===== src/rtl/prv_trap_ctrl.sv =====
// prv_trap_ctrl: trap sequencer between the hazard unit and the privilege block.
// It picks one exception, xRET or interrupt by fixed priority and waits for the
// pipeline to drain. It then issues a single one-cycle redirect, with a commit
// pulse for traps.
// Optional feature: define TRAP_CTRL_VECTORED_EN for vectored interrupt dispatch.
module prv_trap_ctrl #(
    parameter int unsigned NUM_EXC = 12,
    parameter int unsigned NUM_INT = 3,
    parameter int unsigned CAUSE_W = 5
) (
    input  logic               CLK,
    input  logic               nRST,
    input  logic [NUM_EXC-1:0] exc_req,
    input  logic [31:0]        exc_epc,
    input  logic [31:0]        exc_badaddr,
    input  logic [NUM_INT-1:0] int_pend,
    input  logic [NUM_INT-1:0] int_en,
    input  logic               gie,
    input  logic               ret,
    input  logic               pipe_clear,
    input  logic [31:0]        xtvec,
    input  logic [31:0]        xepc_r,
    output logic               insert_pc,
    output logic [31:0]        priv_pc,
    output logic               intr,
    output logic               trap_commit,
    output logic [CAUSE_W-1:0] cause,
    output logic [31:0]        epc,
    output logic [31:0]        badaddr,
    output logic               busy
);

    typedef enum logic [1:0] {StIdle, StDrain, StInsert} state_e;

    state_e               state_q;
    logic                 kind_ret_q;
    logic                 insert_pc_q;
    logic                 trap_commit_q;
    logic [31:0]          priv_pc_q;
    logic                 intr_q;
    logic [CAUSE_W-1:0]   cause_q;
    logic [31:0]          epc_q;
    logic [31:0]          badaddr_q;
    logic                 busy_q;

    logic [CAUSE_W-1:0]   exc_idx;
    logic [CAUSE_W-1:0]   int_idx;
    logic [NUM_INT-1:0]   int_masked;
    logic                 int_fire;
    logic [31:0]          tvec_base;
    logic [31:0]          int_tgt;

    // Priority encoders (lowest index wins) and redirect target selection.
    always_comb begin
        exc_idx = '0;
        for (int i = int'(NUM_EXC) - 1; i >= 0; i--) begin
            if (exc_req[i]) exc_idx = CAUSE_W'(i);
        end
        int_masked = int_pend & int_en;
        int_fire   = gie & (|int_masked);
        int_idx    = '0;
        for (int i = int'(NUM_INT) - 1; i >= 0; i--) begin
            if (int_masked[i]) int_idx = CAUSE_W'(i);
        end
        // Mode bits are masked off; the base is always word aligned.
        tvec_base = xtvec & 32'hFFFF_FFFC;
`ifdef TRAP_CTRL_VECTORED_EN
        int_tgt = (xtvec[1:0] == 2'b01) ? tvec_base + (32'(int_idx) << 2) : tvec_base;
`else
        int_tgt = tvec_base;
`endif
    end

    // Sequencer FSM; every output is a register updated here.
    always_ff @(posedge CLK or negedge nRST) begin
        if (!nRST) begin
            state_q       <= StIdle;
            kind_ret_q    <= 1'b0;
            insert_pc_q   <= 1'b0;
            trap_commit_q <= 1'b0;
            priv_pc_q     <= '0;
            intr_q        <= 1'b0;
            cause_q       <= '0;
            epc_q         <= '0;
            badaddr_q     <= '0;
            busy_q        <= 1'b0;
        end else begin
            unique case (state_q)
                StIdle: begin
                    insert_pc_q   <= 1'b0;
                    trap_commit_q <= 1'b0;
                    if (|exc_req) begin
                        cause_q    <= exc_idx;
                        intr_q     <= 1'b0;
                        epc_q      <= exc_epc;
                        badaddr_q  <= exc_badaddr;
                        kind_ret_q <= 1'b0;
                        priv_pc_q  <= tvec_base;
                        busy_q     <= 1'b1;
                        state_q    <= StDrain;
                    end else if (ret) begin
                        // xRET leaves the trap record untouched.
                        kind_ret_q <= 1'b1;
                        priv_pc_q  <= xepc_r;
                        busy_q     <= 1'b1;
                        state_q    <= StDrain;
                    end else if (int_fire) begin
                        cause_q    <= int_idx;
                        intr_q     <= 1'b1;
                        epc_q      <= exc_epc;
                        badaddr_q  <= '0;
                        kind_ret_q <= 1'b0;
                        priv_pc_q  <= int_tgt;
                        busy_q     <= 1'b1;
                        state_q    <= StDrain;
                    end
                end
                StDrain: begin
                    // New requests are ignored until the latched one is issued.
                    if (pipe_clear) begin
                        insert_pc_q   <= 1'b1;
                        trap_commit_q <= ~kind_ret_q;
                        state_q       <= StInsert;
                    end
                end
                StInsert: begin
                    insert_pc_q   <= 1'b0;
                    trap_commit_q <= 1'b0;
                    busy_q        <= 1'b0;
                    state_q       <= StIdle;
                end
                default: begin
                    insert_pc_q   <= 1'b0;
                    trap_commit_q <= 1'b0;
                    busy_q        <= 1'b0;
                    state_q       <= StIdle;
                end
            endcase
        end
    end

    assign insert_pc   = insert_pc_q;
    assign priv_pc     = priv_pc_q;
    assign intr        = intr_q;
    assign trap_commit = trap_commit_q;
    assign cause       = cause_q;
    assign epc         = epc_q;
    assign badaddr     = badaddr_q;
    assign busy        = busy_q;

endmodule


===== config.mk =====
export PLATFORM = sky130hd
export DESIGN_NAME = prv_trap_ctrl
export DESIGN_NICKNAME = d
export VERILOG_FILES = /design/src/rtl/prv_trap_ctrl.sv
export SDC_FILE = /design/constraint.sdc
export NUM_CORES = 1
export LEC_CHECK = 0
export BUFFER_PORTS_ARGS = -buffer_cell sky130_fd_sc_hd__buf_2
export CAP_MARGIN = 15
export CORE_ASPECT_RATIO = 0.75
export CORE_UTILIZATION = 42
export DETAILED_ROUTE_END_ITERATION = 7
export GPL_TIMING_DRIVEN = 0
export PLACE_DENSITY = 0.88
export SLEW_MARGIN = 20
export SYNTH_ARGS = -nofsm -noshare
export SYNTH_HDL_FRONTEND = slang
export SYNTH_SLANG_ARGS = --single-unit

===== constraint.sdc =====
create_clock -name CLK -period 3.1 [get_ports CLK]
set_input_delay 0 -clock CLK [delete_from_list [all_inputs] [get_ports CLK]]
set_output_delay 0 -clock CLK [all_outputs]
set_load 0.02 [all_outputs]

==> flow_summary.ini <==
[placement]
place_inst = 732
gp_congestion = 0.849
pre_cts_ws_ns = 1.05
port_buffers = 252
dp_hpwl_um = 9080

[floorplan]
die_w_um = 120
io_pins = 256
rows = 31
initial_core_util_pct = 44.3
die-height_um = 90.6
core_um2 = 9930
die_area_um2 = 10900

[cells_and_area]
antenna_cells = 0
regArea_um2 = 2680
final_layout_size_suffix_gt1_share_pct = 40.2
fin_cells = 875
final_core_util_pct = 74.6
nets = 889
fillCellCount = 646
area_delta_synth_final_pct = 68.4
multi_input_area_um2 = 1580

[detailed_routing]
ant_nets = 0
vias_per_cell = 5.12
drc_errors = 0
post_drt_wl_per_cell_um = 17.4
vias = 4481
drt_iter0_drc = 234
drt_wl_total_um = 15200
dr.pass1.iters = 5

[timing]
fin_crit_sh_pct = 69.0
setup_ws_ns = 0.962
hold_viol = 0
slew_headroom_pct = 48.5
finClkSkew_ns = 0.00883
final-setup-viol-count = 0
fin_setup_tns_ns = 0
worstMarginPinSlew_ns = 0.772
period_needed_ns = 2.14
fmax_mhz = 468
rsz0062_at_grt = no
slew_violations = 0

[worst_setup_path]
path_max_fanout = 10
endpoint_kind = flop
reg2regPathDepth = 4
cp-startpoint = exc_req[9]
path_class = primary input to flop
slowest_stage = dlygate4sd3_1
r2r-end = epc[7]
r2r-start = state_q[1]
critPathCapture = priv_pc[21]
cpPeakStageDelay_ns = 0.58
rrSetupSlack_ns = 1.38
required_ns = 3.30
startpoint_type = primary input
crit_path_cell_trace = buf_2 -> nor4_2 -> nand4_1 -> clkbuf_1 -> mux2i_1 -> dlygate4sd3_1 -> o21ai_1
critPathArrivalTime_ns = 2.33

[cts]
clkTransAtPathRegs_ns = 0.07
cts_tree = done
cts_buffer_depth = 2
cts_resized = 0
clkSinkCount = 107
clkLatencyLatePin_ns = 0.34
cts_root_buf = clkbuf_16
cts_buffers = 9
h-tree-depth = 3

[synth]
ys_seq_elements = 107
synth_ff_type = dfrtp_1
ys.warnings.count = 0
yosysMostFrequentCell = dfrtp_1
synth_area_leaders = dfrtp_1 61%, mux2i_1 6.8%, a22o_1 6.4%
netlist_instances = 347
synth_cell_type_count = 35
synth_top_area_share_pct = 60.8
synthArstFlopShare_pct = 100
synth_top_area_cell = dfrtp_1
ys_top_cells_by_count = 107 x dfrtp_1, 37 x nand2_1, 32 x a22o_1
synth-seq-area-share_pct = 60.8
synth-edff-count = 0
syn_area_um2 = 4400
synth_nets = 498
avgSynthCellArea_um2 = 12.7

[pwr]
ir_drop_mv = 0.394
power_leakage_nw = 3.87
p_per_area_nw_per_um2 = 696

[global_routing]
grt_max_degree = 58
grt_overflow_total = 0
grtUsageTotal_pct = 28.3
first_global_vias = 4764
grt_pass1_wl_um = 23700
antenna_found_initial = 0

[hold_path]
hp-class = primary input to flop

[run]
cap_violations = 0

[run_status]
outcome = completed
==> how the worst min path moves through the flow <==
stage,startpoint,cells past startpoint,endpoint
floorplan,nRST,0,badaddr[0]
global placement,exc_epc[20],2,epc[20]
detailed placement,nRST,1,epc[29]
CTS,exc_req[0],4,cause[2]
global route,exc_req[0],3,cause[0]
finish,xtvec[15],3,priv_pc[15]
==> report_power, final <==
group / leakage, nW / internal [mW] / total, mW / switching (mW)
registers: 1.30 / 1.84 / 2.10 / 0.266
clock network: 0.128 / 0.568 / 1.05 / 0.481
logic: 2.44 / 0.804 / 2.01 / 1.20
total: 3.87 / 3.21 / 5.16 / 1.95
==> registers in the layout (all words and copies together), names as in the netlist <==
signal       cells
cause            4
priv_pc         32
insert_pc        1
badaddr         32
state_q          2
epc             32
intr             1
trap_commit      1
busy             1
kind_ret_q       1
==> metal layers <==
layer	global-route usage (%)	share of wire (%)
met1	31.7	38
met5	0	0
met2	49.7	51
met4	12.4	3.2
met3	8.02	8.3
==> worst max-delay path: cells and delay by family <==
| kind | cells | cell delay, ns |
|---|---|---|
| multiplexers | 1 | 0.30 |
| buffers and inverters | 3 | 1.14 |
| AND/OR/NAND/NOR | 2 | 0.81 |
| AO/OA/AOI/OAI | 1 | 0.07 |
==> metrics by stage <==
step	instance area [um^2]	hold slack (ns)	power, mW
6_report	7410	0.00314	5.16
5_1_grt	7410	0.00735	5.42
4_1_cts	7410	0.000231	5.13
3_5_place_dp	5860	-0.0355	3.95
3_3_place_gp	5830	0.211	3.86
2_1_floorplan	4400	-0.296	3.17
==> cells in the final DEF (no fill, tap or decap), types with 2 or more instances in the layout <==
cell type	Yosys	routed
o31ai_1	3	3
clkbuf_16	0	9
nand4_1	3	3
o21ai_0	7	7
nor4_4	2	2
nand2b_1	3	3
inv_1	6	6
dlygate4sd3_1	0	127
nand3_1	2	2
clkbuf_1	7	8
nor3_1	2	2
mux2i_1	30	30
buf_2	7	258
dfrtp_1	107	107
clkinvlp_4	0	3
a211oi_1	2	2
a22o_1	32	32
mux2_2	10	10
a21oi_1	2	2
buf_4	8	8
nand2_1	37	37
mux2_1	22	22
nor2_1	11	11
o21ai_1	30	30
==> layout make-up <==
cell class / count / area share (%)
plain buffers: 22 / 1.64
clock buffers: 11 / 3.28
clock inverters: 5 / 0.490
inverters: 6 / 0.304
multi-input cells: 212 / 21.3
flip-flops and latches: 107 / 36.1
well taps: 132 / 2.23
repair buffers: 380 / 34.6
==> kinds of logic (layout without fill, tap and decap cells) <==
kind of cell / Yosys count / count (layout) / share of synthesized area [%]
other: 1 / 1 / 0.0852
AOI/OAI and AO/OA: 84 / 84 / 13.3
muxes: 62 / 62 / 15.0
buffers and inverters: 28 / 424 / 3.27
DFF: 107 / 107 / 60.8
and+or+nand+nor: 65 / 65 / 7.45
==> what timing repair did <==
action | CTS | global route
hold buffers | 127 | 0
buffers inserted | 0 | 0
hold endpoints to repair | 148 | 0
No activity file was read; power rests on OpenSTA's default activity.
